[config.mk]
export PLATFORM = sky130hd
export DESIGN_NAME = b2c_responder_flat
export DESIGN_NICKNAME = d
export VERILOG_FILES = /design/src/rtl/hierInclude_package.sv /design/src/rtl/req_ack_if.sv /design/src/rtl/b2c_regfile.sv /design/src/rtl/b2c_responder.sv /design/src/flat_wrapper.sv
export SDC_FILE = /design/constraint.sdc
export NUM_CORES = 1
export LEC_CHECK = 0
export ABC_CLOCK_PERIOD_IN_PS = 13900
export CELL_PAD_IN_SITES_DETAIL_PLACEMENT = 1
export CELL_PAD_IN_SITES_GLOBAL_PLACEMENT = 1
export CORE_AREA = 8 8 261 188
export CTS_BUF_LIST = sky130_fd_sc_hd__clkbuf_4 sky130_fd_sc_hd__clkbuf_8
export DETAILED_ROUTE_END_ITERATION = 16
export DIE_AREA = 0 0 269 196
export PLACE_DENSITY = 0.63
export REMOVE_ABC_BUFFERS = 1
export SKIP_CTS_REPAIR_TIMING = 1
export SYNTH_ARGS = -nofsm -noshare
export SYNTH_HDL_FRONTEND = slang
export SYNTH_SLANG_ARGS = --single-unit
[constraint.sdc]
create_clock -name clk -period 13.9 [get_ports clk]
set_input_delay 2.085 -clock clk [delete_from_list [all_inputs] [get_ports clk]]
set_output_delay 2.085 -clock clk [all_outputs]
set_load 0.01 [all_outputs]
[src/rtl/hierInclude_package.sv]
// Shared link payload types plus b2c_responder op/status encodings.
// Imported by the req_ack_if link, b2c_regfile and b2c_responder.
package hierInclude_package;

  localparam int B2C_ADDR_W = 8;
  localparam int B2C_DATA_W = 32;

  typedef struct packed {
    logic [1:0]            op;
    logic [B2C_ADDR_W-1:0] addr;
    logic [B2C_DATA_W-1:0] wdata;
  } anotherSt;

  typedef struct packed {
    logic [1:0]            status;
    logic [B2C_DATA_W-1:0] rdata;
  } yetAnotherSt;

  typedef enum logic [1:0] {
    B2C_READ  = 2'd0,
    B2C_WRITE = 2'd1,
    B2C_INCR  = 2'd2,
    B2C_CLEAR = 2'd3
  } b2cOpT;

  typedef enum logic [1:0] {
    B2C_OK       = 2'd0,
    B2C_ERR_ADDR = 2'd2
  } b2cStatusT;

endpackage

[src/rtl/req_ack_if.sv]
// Four-phase req/ack link; initiator holds req and data until it sees ack.
interface req_ack_if #(
  parameter type data_t  = logic,
  parameter type rdata_t = logic
);
  logic   req;
  data_t  data;
  logic   ack;
  rdata_t rdata;

  modport master (output req, output data, input ack, input rdata);
  modport slave  (input req, input data, output ack, output rdata);
endinterface

[src/rtl/b2c_regfile.sv]
// DEPTH x 32 register file: combinational read, synchronous write,
// synchronous active-low clear of every entry.
module b2c_regfile
  import hierInclude_package::*;
#(
  parameter int DEPTH = 8,
  parameter int AW    = $clog2(DEPTH)
) (
  input  logic                  clk,
  input  logic                  rst_n,
  input  logic                  we,
  input  logic [AW-1:0]         addr,
  input  logic [B2C_DATA_W-1:0] wdata,
  output logic [B2C_DATA_W-1:0] rdata
);

  logic [B2C_DATA_W-1:0] mem [DEPTH];

  always_ff @(posedge clk) begin
    if (!rst_n) begin
      for (int i = 0; i < DEPTH; i++) mem[i] <= '0;
    end else if (we) begin
      mem[addr] <= wdata;
    end
  end

  assign rdata = mem[addr];

endmodule

[src/rtl/b2c_responder.sv]
// Target end of a req_ack_if link executing READ/WRITE/INCR/CLEAR on b2c_regfile.
// Optional saturating req/err counters when B2C_RESP_STATS_EN is defined.
//
// state     | meaning
// IDLE      | waiting for req, captures the payload
// PROCESS   | latency countdown; op executes when counter hits 0
// ACK       | one-cycle ack with the result
// WAIT_DROP | waiting for initiator to release req
module b2c_responder
  import hierInclude_package::*;
#(
  parameter int DEPTH   = 8,
  parameter int LATENCY = 2
) (
  input  logic      clk,
  input  logic      rst_n,
  req_ack_if.slave  b2C
`ifdef B2C_RESP_STATS_EN
  ,
  output logic [15:0] req_count,
  output logic [15:0] err_count
`endif
);

  localparam int AW = $clog2(DEPTH);
  localparam logic [B2C_ADDR_W:0] DEPTH_L = (B2C_ADDR_W+1)'(DEPTH);

  localparam logic [1:0] IDLE      = 2'd0;
  localparam logic [1:0] PROCESS   = 2'd1;
  localparam logic [1:0] ACK       = 2'd2;
  localparam logic [1:0] WAIT_DROP = 2'd3;

  logic [1:0]            state;
  logic [3:0]            cnt;
  anotherSt              req_q;
  yetAnotherSt           result_q;
  logic                  ack_q;
  yetAnotherSt           rdata_q;

  logic                  fire;
  logic                  addr_err;
  logic                  rf_we;
  logic [B2C_DATA_W-1:0] rf_wdata;
  logic [B2C_DATA_W-1:0] rf_rdata;
  yetAnotherSt           result_d;

  assign fire     = (state == PROCESS) && (cnt == '0);
  assign addr_err = {1'b0, req_q.addr} >= DEPTH_L;

  b2c_regfile #(.DEPTH(DEPTH)) u_regfile (
    .clk   (clk),
    .rst_n (rst_n),
    .we    (rf_we),
    .addr  (req_q.addr[AW-1:0]),
    .wdata (rf_wdata),
    .rdata (rf_rdata)
  );

  always_comb begin
    rf_we           = 1'b0;
    rf_wdata        = '0;
    result_d.status = B2C_OK;
    result_d.rdata  = '0;
    if (addr_err) begin
      result_d.status = B2C_ERR_ADDR;
    end else begin
      case (b2cOpT'(req_q.op))
        B2C_READ:  result_d.rdata = rf_rdata;
        B2C_WRITE: begin
          rf_we          = fire;
          rf_wdata       = req_q.wdata;
          result_d.rdata = req_q.wdata;
        end
        B2C_INCR: begin
          rf_we          = fire;
          rf_wdata       = rf_rdata + req_q.wdata;
          result_d.rdata = rf_wdata;
        end
        default: begin
          rf_we          = fire;
          rf_wdata       = '0;
          result_d.rdata = rf_rdata;
        end
      endcase
    end
  end

  always_ff @(posedge clk) begin
    if (!rst_n) begin
      state    <= IDLE;
      cnt      <= '0;
      req_q    <= '0;
      result_q <= '0;
      ack_q    <= 1'b0;
      rdata_q  <= '0;
    end else begin
      ack_q <= 1'b0;
      case (state)
        IDLE: if (b2C.req) begin
          req_q <= b2C.data;
          cnt   <= 4'(LATENCY - 1);
          state <= PROCESS;
        end
        PROCESS: begin
          if (cnt == '0) begin
            result_q <= result_d;
            state    <= ACK;
          end else begin
            cnt <= cnt - 4'd1;
          end
        end
        ACK: begin
          ack_q   <= 1'b1;
          rdata_q <= result_q;
          state   <= WAIT_DROP;
        end
        default: if (!b2C.req) state <= IDLE;
      endcase
    end
  end

  assign b2C.ack   = ack_q;
  assign b2C.rdata = rdata_q;

`ifdef B2C_RESP_STATS_EN
  always_ff @(posedge clk) begin
    if (!rst_n) begin
      req_count <= '0;
      err_count <= '0;
    end else if (state == ACK) begin
      if (req_count != 16'hFFFF) req_count <= req_count + 16'd1;
      if (result_q.status == B2C_ERR_ADDR && err_count != 16'hFFFF)
        err_count <= err_count + 16'd1;
    end
  end
`endif

endmodule

[src/flat_wrapper.sv]
// flat-port wrapper written by rule: the top's interface ports become plain ports
module b2c_responder_flat import hierInclude_package::*;
#(
  parameter int DEPTH   = 8,
  parameter int LATENCY = 2
)
  (clk, rst_n, b2C_req, b2C_data, b2C_ack, b2C_rdata);
  req_ack_if #(.data_t(anotherSt), .rdata_t(yetAnotherSt)) b2C_i ();
  input  logic clk;
  input  logic rst_n;
  input wire logic [$bits(b2C_i.req)-1:0] b2C_req;
  input wire logic [$bits(b2C_i.data)-1:0] b2C_data;
  output wire logic [$bits(b2C_i.ack)-1:0] b2C_ack;
  output wire logic [$bits(b2C_i.rdata)-1:0] b2C_rdata;
  assign b2C_i.req = b2C_req;
  assign b2C_i.data = b2C_data;
  assign b2C_ack = b2C_i.ack;
  assign b2C_rdata = b2C_i.rdata;
  b2c_responder #(.DEPTH(DEPTH), .LATENCY(LATENCY)) u_core (.clk(clk), .rst_n(rst_n), .b2C(b2C_i));
endmodule
Yosys cells after proc, flatten, opt, wreduce, memory -nomap -nowiden

Memory sizes are Yosys's and may differ from the RTL's. A register that Yosys moved wholly into a read port is not among the register bits.
Index checks and enable logic that the tools add are counted.
Widths: inputs -> output; s select.

Bits in registers: 117
RAM bits: 256
Bits of input ports: 45
Output and inout port bits: 35
Word-level logic and storage cells: 56
Memories: 1

Memory list:

| name                 | depth | width | read ports | clocked after memory_dff | write ports | RTL line          | text |
|---|---|---|---|---|---|---|---|
| u_core.u_regfile.mem | 8     | 32    | 1          | 1                        | 8           | b2c_regfile.sv:17 | `logic [B2C_DATA_W-1:0] mem [DEPTH];` |

Add/subtract/negate cells: 2
Order comparisons: 1
Eq/ne operators: 8
Muxes and demuxes: 24
Reductions and logical operators: 10

Operators by type and width:

| kind                | count |
|---|---|
| $pmux 32 s2         | 2 |
| $mux 32             | 3 |
| $add 32x32->32      | 1 |
| $reduce_or 32->1    | 1 |
| $mux 3              | 3 |
| $ge 8x4->1 const B  | 1 |
| $mux 1              | 8 |
| $mux 2              | 4 |
| $mux 4              | 2 |
| $pmux 4 s2          | 1 |
| $ne 2x2->1 const B  | 3 |
| $pmux 2 s3          | 1 |
| $reduce_and 3->1    | 2 |
| $eq 2x1->1 const B  | 2 |
| $eq 2x2->1 const B  | 2 |
| $logic_not 2->1     | 2 |
| $logic_not 4->1     | 1 |
| $ne 4x1->1 const B  | 1 |
| $reduce_and 2->1    | 2 |
| $sub 4x1->4 const B | 1 |
| $reduce_bool 2->1   | 1 |
| $logic_and 1x1->1   | 1 |

Logic depth before layout (Yosys ltp)

Depth in word-level cells: 9
Mapped depth: 17
Mapped depth without buffers: 14

By module

From an unflattened synthesis, not the netlist that was laid out.

Cell total of the unflattened synthesis: 1556
Area, all modules: 18287.5 µm²

By module, submodules not included:

| module        | times used | cells each | area an instance (µm²) | sequential area each (µm²) |
|---|---|---|---|---|
| b2c_regfile   | 1          | 699        | 11629.9                | 7687.4 |
| b2c_responder | 1          | 857        | 6657.6                 | 2302.2 |

Least setup slack after synthesis

Ideal clock, no wire load.

Kind: reg-to-reg
Start: register (tool-made name)
End: memory u_core.u_regfile.mem[7][31], data pin
Data arrival time: 4455 ps
Path slack: 9295 ps
Cell stages (with the launch flop): 15
Buffers on the path: 2
Period minus slack after synthesis: 4605 ps
Path through: dfxtp_1 -> clkbuf_1 -> buf_1 -> mux4_2 -> mux2_2 -> ha_1 -> o211ai_2 -> o211ai_2 -> nand2_2 -> o311a_1 -> or3_4 -> o31ai_4 -> xor2_1 -> mux2_4 -> a21oi_1

RTL lines:

| element   | RTL line |
|---|---|
| to (decl) | b2c_regfile.sv:17 |

==> metrics.md <==
| Metric | Value |
|---|---|
| Status | finished, final reports clean |
| Cells on worst reg2reg path | 15 |
| Detailed placement HPWL | 36100 µm |
| Congestion Overflow GR | 0 |
| Worst Setup Start Kind | register |
| Slew HR | 0.240 |
| CTS Sinks | 374 |
| Final nets | 1683 |
| Die width | 269 µm |
| Starting Density | 0.390 |
| Multi-input logic area | 0.00720 mm² |
| Critical path arrival | 6.10 ns |
| Worst hold path depth | 2 |
| Number of global-route vias before repair | 12500 |
| CP required | 14.25 ns |
| Critical path peak fanout | 34 |
| Synth Instances | 1534 |
| # DRC | 0 |
| Num ports | 80 |
| Peak Freq | 0.174 GHz |
| Clk pin slew, worst setup/hold paths | 0.07 ns |
| EDFF count, synth | 256 |
| Gr usage total | 0.195 |
| Reg-to-reg setup timing slack | 8.15 ns |
| Slowest stage cell, crit path | a31oi_1 |
| Die Y | 196 µm |
| Worst hold start | u_core.result_q[26]$_SDFFE_PN0P_ |
| RSZ-0062 raised after global routing | false |
| Number of CTS-inserted buffers | 60 |
| Clk_lat worst skew | 0.66 ns |
| Core area | 0.0453 mm² |
| Routed vias | 12400 |
| I/O Buffers | 78 |
| Root Driver | clkbuf_8 |
| Crit-path most repeated cell | a21oi_1 |
| Actual slew at the worst max-slew pin | 1.14 ns |
| Crit Path Category | register to register |
| CP Capture Type | register |
| Max clock buf depth | 3 |
| Fin crit share | 0.414 |
| Leakage | 6.89 nW |
| End of the worst hold path | u_core.result_q[26]$_SDFFE_PN0P_ |
| DR vias/cell | 5.49 |
| CTS tree | built |
| Pin count of the biggest net entering global routing | 94 |
| Hold WS | 0.464 ns |
| # H-tree levels | 2 |
| Netlist Area Pre-Place | 0.0177 mm² |
| Average size of a mapped cell | 11.5 µm² |
| Skew final | 0.0297 ns |
| Layout overhead on the synthesized area | 14.5% |
| Yosys reg bits | 374 |
| Register area | 0.0101 mm² |
| First-pass GRT wire length | 79000 µm |
| Utilization after layout | 0.447 |
| DRT iter0 DRCs | 1115 |
| Routability cong. | 0.872 |
| DRT Pass-1 Iters | 5 |
| Post-route ant nets | 0 |
| Share of cells above drive strength 1 | 0.146 |
| WL/cell | 23.1 µm |
| Non-Filler Instances | 2258 |
| Fill count | 4817 |
| Yosys cell types | 71 |
| Diodes inserted | 0 |
| Fin. max-slew vios | 0 |
| Max-cap violations | 0 |
| Site row count | 66 |
| Final hold viol count | 0 |
| Yosys warns | 0 |
| VDD IR-drop max | 0.0000626 V |
| Ys async rst share | 0 |
| Die area | 0.0527 mm² |
| Placed Instances | 2147 |
| Max stage delay on crit path | 0.88 ns |
| Main flop type after synthesis | edfxtp_1 |
| Final setup vio count | 0 |
| Antenna violations before repair | 1 |
| Post-synthesis sequential area ratio | 0.568 |
| Cells along the critical path | buf_4 > mux4_2 > mux2_2 > ha_1 > inv_1 > fa_1 > nand2b_1 > a21oi_1 > o21ai_0 > a211oi_2 > or2_2 > a21oi_1 > xnor2_1 > a31oi_1 > nor2_1 |
| Final WL | 52200 µm |
| Final Critical Period | 5.75 ns |
| Worst Hold Class | register to register |
| Setup TNS | 0 ns |
| Reg2reg end | u_core.u_regfile.mem[3][26]$_SDFFCE_PN0P_ |
| Pwr Density | 148 mW/mm² |
[flip-flops by register name, indices dropped and copies added (netlist names), named ones only]
signal / count
u_core.b2C.ack: 1
u_core.b2C.rdata: 33
u_core.cnt: 4
u_core.req_q: 42
u_core.state: 2
u_core.result_q: 33
u_core.u_regfile.mem: 256
[synthesized netlist by cell type (10+ instances only)]
master	count	area (µm²)
nor2_1	279	1050
edfxtp_1	256	7690
nand2_1	174	653
dfxtp_1	118	2360
clkbuf_1	82	308
mux4_2	64	1440
a21oi_1	62	310
o21ai_0	56	280
mux2i_1	49	490
a21boi_0	43	323
ha_1	38	475
nor2b_1	35	219
mux2_2	31	349
inv_1	22	82.6
nand3_1	21	105
a21o_1	18	135
nand2b_1	13	81.3
nand4_1	13	81.3
xnor2_1	13	114
a22oi_1	11	82.6
a22o_1	10	87.6
and2_1	10	62.6
buf_1	10	37.5
xor2_1	10	87.6
[metrics by stage]
step | worst slack [ns] | power (mW) | cell area [µm²]
6_report | 8.15 | 3.00 | 20300
5_1_grt | 7.77 | 3.14 | 20300
4_1_cts | 8.11 | 3.02 | 20200
3_5_place_dp | 7.91 | 2.07 | 19000
3_3_place_gp | 7.93 | 2.05 | 19000
2_1_floorplan | 7.67 | 1.81 | 17300
[where the power goes]
part           internal, mW  switching, mW  total [mW]
sequential             1.26         0.0637        1.32
clock                 0.497          0.452       0.949
combinational         0.271          0.458       0.728
total                  2.03          0.973        3.00
[cell type report]
| type | count | share of cell area |
|---|---|---|
| Multi-Input combinational cell | 1038 | 0.355 |
| Tap cell | 612 | 0.0378 |
| Clock buffer | 92 | 0.0535 |
| Sequential cell | 374 | 0.496 |
| Timing Repair Buffer | 103 | 0.0489 |
| Inverter | 22 | 0.00407 |
| Clock inverter | 17 | 0.00463 |
[placed cells by master (no fill, tap or decap), types with 18 or more instances in the layout]
| cell type | count |
|---|---|
| mux4_2 | 64 |
| nor2b_1 | 34 |
| ha_1 | 37 |
| edfxtp_1 | 256 |
| o21ai_0 | 56 |
| clkbuf_4 | 29 |
| nor2_1 | 279 |
| dfxtp_1 | 116 |
| buf_4 | 23 |
| inv_1 | 22 |
| nand3_1 | 21 |
| nand2_1 | 173 |
| mux2i_1 | 49 |
| mux2_2 | 31 |
| a21boi_0 | 43 |
| a21oi_1 | 62 |
| clkdlybuf4s50_1 | 77 |
| clkbuf_8 | 63 |
| a21o_1 | 18 |
[worst max path at each step]
| stage | from | to | slack [ns] |
|---|---|---|---|
| after CTS | register | u_core.u_regfile.mem[3][26]$_SDFFCE_PN0P_ | 8.11 |
| after global placement | rst_n | u_core.u_regfile.mem[2][30]$_SDFFCE_PN0P_ | 7.93 |
| final | register | u_core.u_regfile.mem[3][26]$_SDFFCE_PN0P_ | 8.15 |
| after global routing | register | u_core.u_regfile.mem[3][26]$_SDFFCE_PN0P_ | 7.77 |
| after detailed placement | rst_n | u_core.u_regfile.mem[2][23]$_SDFFCE_PN0P_ | 7.91 |
| after floorplan | register | u_core.u_regfile.mem[1][31]$_SDFFCE_PN0P_ | 7.67 |
[critical path: cells and delay by family, from the launching register on]
| family | cells | cell delay [ns] |
|---|---|---|
| adders and majority gates | 2 | 0.42 |
| DFF | 1 | 0.74 |
| xor gates and xnor gates | 1 | 0.11 |
| muxes | 2 | 0.96 |
| buffers and inverters | 2 | 0.76 |
| AOI/OAI and AO/OA | 5 | 1.77 |
| and+or+nand+nor | 3 | 0.64 |
[routing by layer]
metal	vias up	track usage	part of all wire	wire length, µm
met1	6276	0.319	0.51	26900
met3	60	0.0338	0.074	3880
met2	393	0.264	0.40	20800
met5	-	0	0	0
li1	5666	-	-	-
met4	0	0.0364	0.012	644
[cells by family after synthesis]
family	count (synthesis)	share of synthesized area
muxes	145	0.130
xor gates and xnor gates	23	0.0114
and+or+nand+nor	577	0.139
other	1	0.000212
adders and majority gates	39	0.0280
buffers and inverters	122	0.0266
DFF	374	0.568
AOI/OAI and AO/OA	253	0.0978
(Power assumes the default switching activity.)
